**config.mk**
```make
export PLATFORM = sky130hd
export DESIGN_NAME = data_mem_ctrl
export DESIGN_NICKNAME = d
export VERILOG_FILES = /design/src/rtl/data_mem_ctrl.sv
export SDC_FILE = /design/constraint.sdc
export NUM_CORES = 1
export LEC_CHECK = 0
export CAP_MARGIN = 15
export CORE_UTILIZATION = 48
export CTS_CLUSTER_DIAMETER = 30
export DETAILED_ROUTE_END_ITERATION = 16
export PLACE_DENSITY = 0.94
export SLEW_MARGIN = 20
export SYNTH_ARGS = -nofsm -noshare
export SYNTH_HDL_FRONTEND = slang
export SYNTH_SLANG_ARGS = --single-unit
```
**constraint.sdc**
```tcl
create_clock -name clock -period 2.73 [get_ports clock]
set_clock_uncertainty 0.05 [all_clocks]
set_input_delay 0.546 -clock clock [delete_from_list [all_inputs] [get_ports clock]]
set_output_delay 0.546 -clock clock [all_outputs]
set_load 0.01 [all_outputs]
```
**src/rtl/data_mem_ctrl.sv**
```systemverilog
// Data-memory access controller: turns the microcode mcontrol field into one read
// or one write on a synchronous single-port RAM with a configurable read latency.
module data_mem_ctrl #(
    parameter int DATA_W   = 8,
    parameter int ADDR_W   = 8,
    parameter int READ_LAT = 2
) (
    input  logic              clock,
    input  logic              reset,
    input  logic [1:0]        mcontrol,
    input  logic [ADDR_W-1:0] addr_in,
    input  logic [DATA_W-1:0] wdata_in,
    input  logic [DATA_W-1:0] ram_rdata,
    output logic              ram_en,
    output logic              ram_we,
    output logic [ADDR_W-1:0] ram_addr,
    output logic [DATA_W-1:0] ram_wdata,
    output logic [DATA_W-1:0] rdata,
    output logic              rdata_valid,
    output logic              wr_done,
    output logic              busy,
    output logic              req_drop
);

    localparam int CNT_W = 4;
    localparam logic [CNT_W-1:0] CNT_LOAD = CNT_W'(READ_LAT);

    localparam logic [1:0] MC_IDLE  = 2'b00;
    localparam logic [1:0] MC_READ  = 2'b01;
    localparam logic [1:0] MC_WRITE = 2'b10;

    typedef enum logic [1:0] {
        ST_IDLE    = 2'b00,
        ST_RD_WAIT = 2'b01,
        ST_WR      = 2'b10
    } state_t;

    state_t            state_q, state_d;
    logic [CNT_W-1:0]  cnt_q, cnt_d;
    logic [1:0]        mc_prev_q, mc_prev_d;
    logic              ram_en_q, ram_en_d;
    logic              ram_we_q, ram_we_d;
    logic [ADDR_W-1:0] ram_addr_q, ram_addr_d;
    logic [DATA_W-1:0] ram_wdata_q, ram_wdata_d;
    logic [DATA_W-1:0] rdata_q, rdata_d;
    logic              rdata_valid_q, rdata_valid_d;
    logic              wr_done_q, wr_done_d;
    logic              busy_q, busy_d;
    logic              req_drop_q, req_drop_d;
    logic              new_req_s;

    // A held mcontrol level is a single request; only a change to a nonzero code starts one.
    assign new_req_s = (mcontrol != MC_IDLE) && (mcontrol != mc_prev_q);

    // Next-state and registered-output computation for the access FSM.
    always_comb begin
        state_d       = state_q;
        cnt_d         = cnt_q;
        mc_prev_d     = mcontrol;
        ram_en_d      = ram_en_q;
        ram_we_d      = 1'b0;
        ram_addr_d    = ram_addr_q;
        ram_wdata_d   = ram_wdata_q;
        rdata_d       = rdata_q;
        rdata_valid_d = 1'b0;
        wr_done_d     = 1'b0;
        busy_d        = busy_q;
        req_drop_d    = 1'b0;

        case (state_q)
            ST_IDLE: begin
                if (new_req_s) begin
                    case (mcontrol)
                        MC_READ: begin
                            ram_addr_d = addr_in;
                            ram_en_d   = 1'b1;
                            busy_d     = 1'b1;
                            cnt_d      = CNT_LOAD;
                            state_d    = ST_RD_WAIT;
                        end
                        MC_WRITE: begin
                            ram_addr_d  = addr_in;
                            ram_wdata_d = wdata_in;
                            ram_en_d    = 1'b1;
                            ram_we_d    = 1'b1;
                            busy_d      = 1'b1;
                            state_d     = ST_WR;
                        end
                        default: begin
                            req_drop_d = 1'b1;
                        end
                    endcase
                end else begin
                    state_d = ST_IDLE;
                end
            end
            ST_RD_WAIT: begin
                req_drop_d = new_req_s;
                // The extra count step leaves one clock for the RAM output to settle before capture.
                if (cnt_q != {CNT_W{1'b0}}) begin
                    cnt_d = cnt_q - {{(CNT_W-1){1'b0}}, 1'b1};
                end else begin
                    rdata_d       = ram_rdata;
                    rdata_valid_d = 1'b1;
                    ram_en_d      = 1'b0;
                    busy_d        = 1'b0;
                    state_d       = ST_IDLE;
                end
            end
            ST_WR: begin
                req_drop_d = new_req_s;
                ram_en_d   = 1'b0;
                wr_done_d  = 1'b1;
                busy_d     = 1'b0;
                state_d    = ST_IDLE;
            end
            default: begin
                ram_en_d = 1'b0;
                busy_d   = 1'b0;
                state_d  = ST_IDLE;
            end
        endcase
    end

    // State and output registers with asynchronous clear.
    always_ff @(posedge clock or posedge reset) begin
        if (reset) begin
            state_q       <= ST_IDLE;
            cnt_q         <= {CNT_W{1'b0}};
            mc_prev_q     <= 2'b00;
            ram_en_q      <= 1'b0;
            ram_we_q      <= 1'b0;
            ram_addr_q    <= {ADDR_W{1'b0}};
            ram_wdata_q   <= {DATA_W{1'b0}};
            rdata_q       <= {DATA_W{1'b0}};
            rdata_valid_q <= 1'b0;
            wr_done_q     <= 1'b0;
            busy_q        <= 1'b0;
            req_drop_q    <= 1'b0;
        end else begin
            state_q       <= state_d;
            cnt_q         <= cnt_d;
            mc_prev_q     <= mc_prev_d;
            ram_en_q      <= ram_en_d;
            ram_we_q      <= ram_we_d;
            ram_addr_q    <= ram_addr_d;
            ram_wdata_q   <= ram_wdata_d;
            rdata_q       <= rdata_d;
            rdata_valid_q <= rdata_valid_d;
            wr_done_q     <= wr_done_d;
            busy_q        <= busy_d;
            req_drop_q    <= req_drop_d;
        end
    end

    assign ram_en      = ram_en_q;
    assign ram_we      = ram_we_q;
    assign ram_addr    = ram_addr_q;
    assign ram_wdata   = ram_wdata_q;
    assign rdata       = rdata_q;
    assign rdata_valid = rdata_valid_q;
    assign wr_done     = wr_done_q;
    assign busy        = busy_q;
    assign req_drop    = req_drop_q;

endmodule
```
==> flow_results.org <==
** Run status
- The run finished with clean final reports.

** GRT
- The total overflow left after global routing is 0.
- Via count of the first global-routing pass :: roughly 1200
- Number of antenna violations at the first check in global routing :: 0
- Aggregate global-route resource usage :: ~22%
- Largest net degree at the start of global routing :: 38
- The first global-routing pass estimated 5710 microns of wire.

** Clocking
- The clock passes through at most 2 buffers.
- Post-CTS setup buffers :: 0
- Clock root buffer master :: clkbuf_4
- Clk sinks :: 37
- TritonCTS built the clock tree.
- Resize count post-CTS :: 0
- H-tree depth reported by CTS :: 2
- Number of CTS-inserted buffers :: 5
- Register clock-pin slew on the reported worst setup and hold paths :: around 0.11 ns
- At the later pin of the worst-skew pair, clock insertion delay measures 0.35 ns.
- Hold buffer count at CTS :: 0

** Layout
- Area overhead of the layout relative to synthesis :: 41.9%
- Antenna Cells :: 0
- Fraction of final layout cells sized beyond drive strength 1 :: a little under a quarter
- Most common cell after layout, fill and taps aside :: clkdlybuf4s50_1
- In the layout the commonest cells are clkdlybuf4s50_1, dfrtp_1, mux2_2, inv_1, ha_1.
- Number of nets at the end of the flow :: 225

** Detailed routing
- Wires add up to approximately 3600 microns.
- In the routed design, unresolved DRC markers number 0.
- Routed met1 length :: roughly 1500 microns
- For this block, the initial DRC count from the detailed router was 54.
- Length of routed met3 wiring :: around 180 microns
- Antenna-violating nets left :: 0
- In the final routed layout, each cell accounts on average for about 15 microns.
- Average vias per placed instance :: 5.15
- The first detailed-routing pass ran for 4 iterations.
- Met2 wirelength from detailed routing :: 1860 microns
- Detailed-route via count :: approximately 1200
- The highest layer touched by signal routing is met4.

** Logic synthesis
- Distinct cells, synth :: 32
- In the synthesized netlist, the number of instances is between 100 and 150.
- Cell Area, Synth :: 1660 sq um
- Dividing the synthesized area by the synthesized cell count gives between 10 and 15 sq um.
- In this run, synthesis produced a sequential element count of 37.
- For this run, the number of Yosys warnings is 0.
- Post-Synthesis Net Count :: 160
- After synthesis, flip-flops and latches occupy a little under three fifths of the total area.

** Critical path
- In this run the worst path has a maximum fanout of 4.
- STA classifies the critical path endpoint as a flip-flop.
- Critical Path Start Type :: primary input
- Arrival time at the worst endpoint :: 2.43 ns
- For the worst setup path, the data required time is around 2.9 ns.
- The critical path is of the in -> reg type.

** Pwr
- Internal portion of total power :: approximately 1500 uW
- Maximum ir drop on the vdd rail :: between 600 and 700 uV
- Power per unit of standard cell area :: roughly 980 nW/um^2
- Proportion of power drawn by flip-flops and latches :: 39.8%
- Switching power summed over all nets :: 770 uW
- In this run the static leakage power is 0.00102 uW.
- Per report_power, the clock group accounts for between 10% and 20% of the total.
- Switching power as a share of total power :: around a third
- Part of the power in combinational logic :: a little under half

** STA
- At the pin with the least slew margin, the transition time is between 0.4 and 0.5 ns.
- Worst relative slew slack :: between 60% and 70%
- Setup repair after global routing left no endpoint under its margin.
- Setup TNS :: 0 ns
- Number of hold-slack violations in the final timing report :: 0
- After layout, the worst setup slack is a little under 0.5 ns.
- Period minus WS final :: about 2.2 ns
- Fin. max-slew vios :: 0
- Timing would allow up to 0.445 GHz.
- Final setup violation count :: 0
- Period utilization :: between 80 and 90%

** Placement
- Detailed placement HPWL :: about 2700 microns
- Global placer's final weighted congestion :: between 0.8 and 0.9
- Worst setup slack after placement :: 0.0820 ns
- # port buffers :: 57

** Die
- Core footprint :: 3150 sq um
- In this run the count of I/O pins placed on the die edge is between 50 and 60.
- Die extent in x :: roughly 60 microns
- Die Area :: approximately 3700 sq um
- Initial standard-cell utilization of the core :: 52.5%
- In this run the core area contains 20 standard-cell rows.
- Die height :: ~61 microns

** Flow run
- Max-capacitance violation count :: 0

** Worst hold path
- The tightest min-delay check is of the reg -> reg type.
cell usage after synthesis:
| library cell | count | share of area, % |
|---|---|---|
| a221o_2 | 1 | 0.68 |
| dfrtp_1 | 37 | 56 |
| nor3b_1 | 1 | 0.45 |
| inv_2 | 1 | 0.23 |
| o211ai_1 | 1 | 0.45 |
| a2111oi_4 | 1 | 1.7 |
| a22o_1 | 1 | 0.53 |
| nand2b_1 | 1 | 0.38 |
| a21oi_1 | 1 | 0.30 |
| nor2_1 | 3 | 0.68 |
| a32o_1 | 1 | 0.60 |
| o2bb2a_1 | 1 | 0.60 |
| buf_2 | 1 | 0.30 |
| o311a_2 | 1 | 0.68 |
| buf_4 | 1 | 0.45 |
| o21ai_0 | 5 | 1.5 |
| nand2_1 | 3 | 0.68 |
| inv_1 | 12 | 2.7 |
| mux2i_1 | 1 | 0.60 |
| o211ai_2 | 1 | 0.76 |
| o22ai_1 | 1 | 0.38 |
| ha_1 | 9 | 6.8 |
| xor2_1 | 2 | 1.1 |
| or4_4 | 1 | 0.68 |
| a211oi_1 | 1 | 0.45 |
| nor2_2 | 2 | 0.76 |
| nor3_1 | 2 | 0.60 |
| a211o_1 | 2 | 1.1 |
| nor2b_1 | 1 | 0.38 |
| nor4_1 | 1 | 0.38 |
| clkbuf_2 | 1 | 0.30 |
| mux2_2 | 25 | 17 |
worst max-delay path, cell delays in order:
cell and delay [ns]:
clkdlybuf4s50_1 0.54, inv_1 0.09, ha_1 0.19, inv_1 0.09, o211ai_2 0.15, a211oi_1 0.44
mux2_2 0.38
final cells by class:
| class | count | area (sq um) |
|---|---|---|
| fillers | 225 | 802 |
| well taps | 44 | 55.1 |
| multi-input cells | 70 | 664 |
| inverters | 13 | 48.8 |
| clock inverters | 2 | 15.0 |
| clock buffers | 6 | 41.3 |
| flip-flops and latches | 37 | 926 |
| repair buffers | 61 | 601 |
metrics by stage:
stage	area, sq um	utilization, %	total power (uW)	instances	hold slack (ns)
3_3_place_gp	2290	72.8	1950	225	0.438
2_1_floorplan	1660	-	1450	123	0.466
3_5_place_dp	2290	72.8	2010	225	0.446
5_1_grt	2350	74.6	2420	233	0.487
6_report	2350	74.6	2290	233	0.467
4_1_cts	2350	74.6	2300	233	0.472
cell families after synthesis:
logic type	after synthesis	share of synthesized area, %
buf+inv	16	4.00
xor+xnor	2	1.06
compound gates	18	9.67
simple gates	15	4.99
mux	26	17.6
fa+ha+maj	9	6.80
flops	37	55.9
registers in the layout (all words and copies together), names as in the netlist:
| signal | count |
|---|---|
| cnt_q | 4 |
| rdata | 8 |
| busy | 1 |
| ram_we | 1 |
| wr_done | 1 |
| ram_addr | 8 |
| ram_wdata | 8 |
| rdata_valid | 1 |
| req_drop | 1 |
| mc_prev_q | 2 |
| state_q | 2 |
final timing paths:
| check | start | end | slack [ns] | cells after the start |
|---|---|---|---|---|
| setup / recovery | mcontrol[0] | cnt_q[1]$_DFFE_PP0P_ | 0.48 | 7 |
| hold / removal | rdata[2]$_DFFE_PP0P_ | rdata[2]$_DFFE_PP0P_ | 0.47 | 1 |
| setup reg to reg | state_q[0]$_DFFE_PP0P_ | ram_addr[5]$_DFFE_PP0P_ | 0.63 | 5 |
| hold reg to reg | rdata[2]$_DFFE_PP0P_ | rdata[2]$_DFFE_PP0P_ | 0.47 | 1 |
| max in group asynchronous | reset | rdata[6]$_DFFE_PP0P_ | 1.75 | 3 |
| min in group asynchronous | reset | cnt_q[0]$_DFFE_PP0P_ | 0.56 | 3 |
per-layer routing:
layer | track usage (%) | vias up
li1 | - | 559
met1 | 26.2 | 586
met2 | 37.8 | 52
met3 | 6.61 | 4
met4 | 11.0 | 0
met5 | 0 | -
power by group through the flow:
stage	Sequential [uW]	Clock, uW	Combinational, uW
final	914	285	1090
after global routing	941	318	1160
after CTS	910	296	1100
after detailed placement	918	0	1090
after global placement	900	0	1050
after floorplan	999	0	448
No activity file was read; power rests on OpenSTA's default activity.
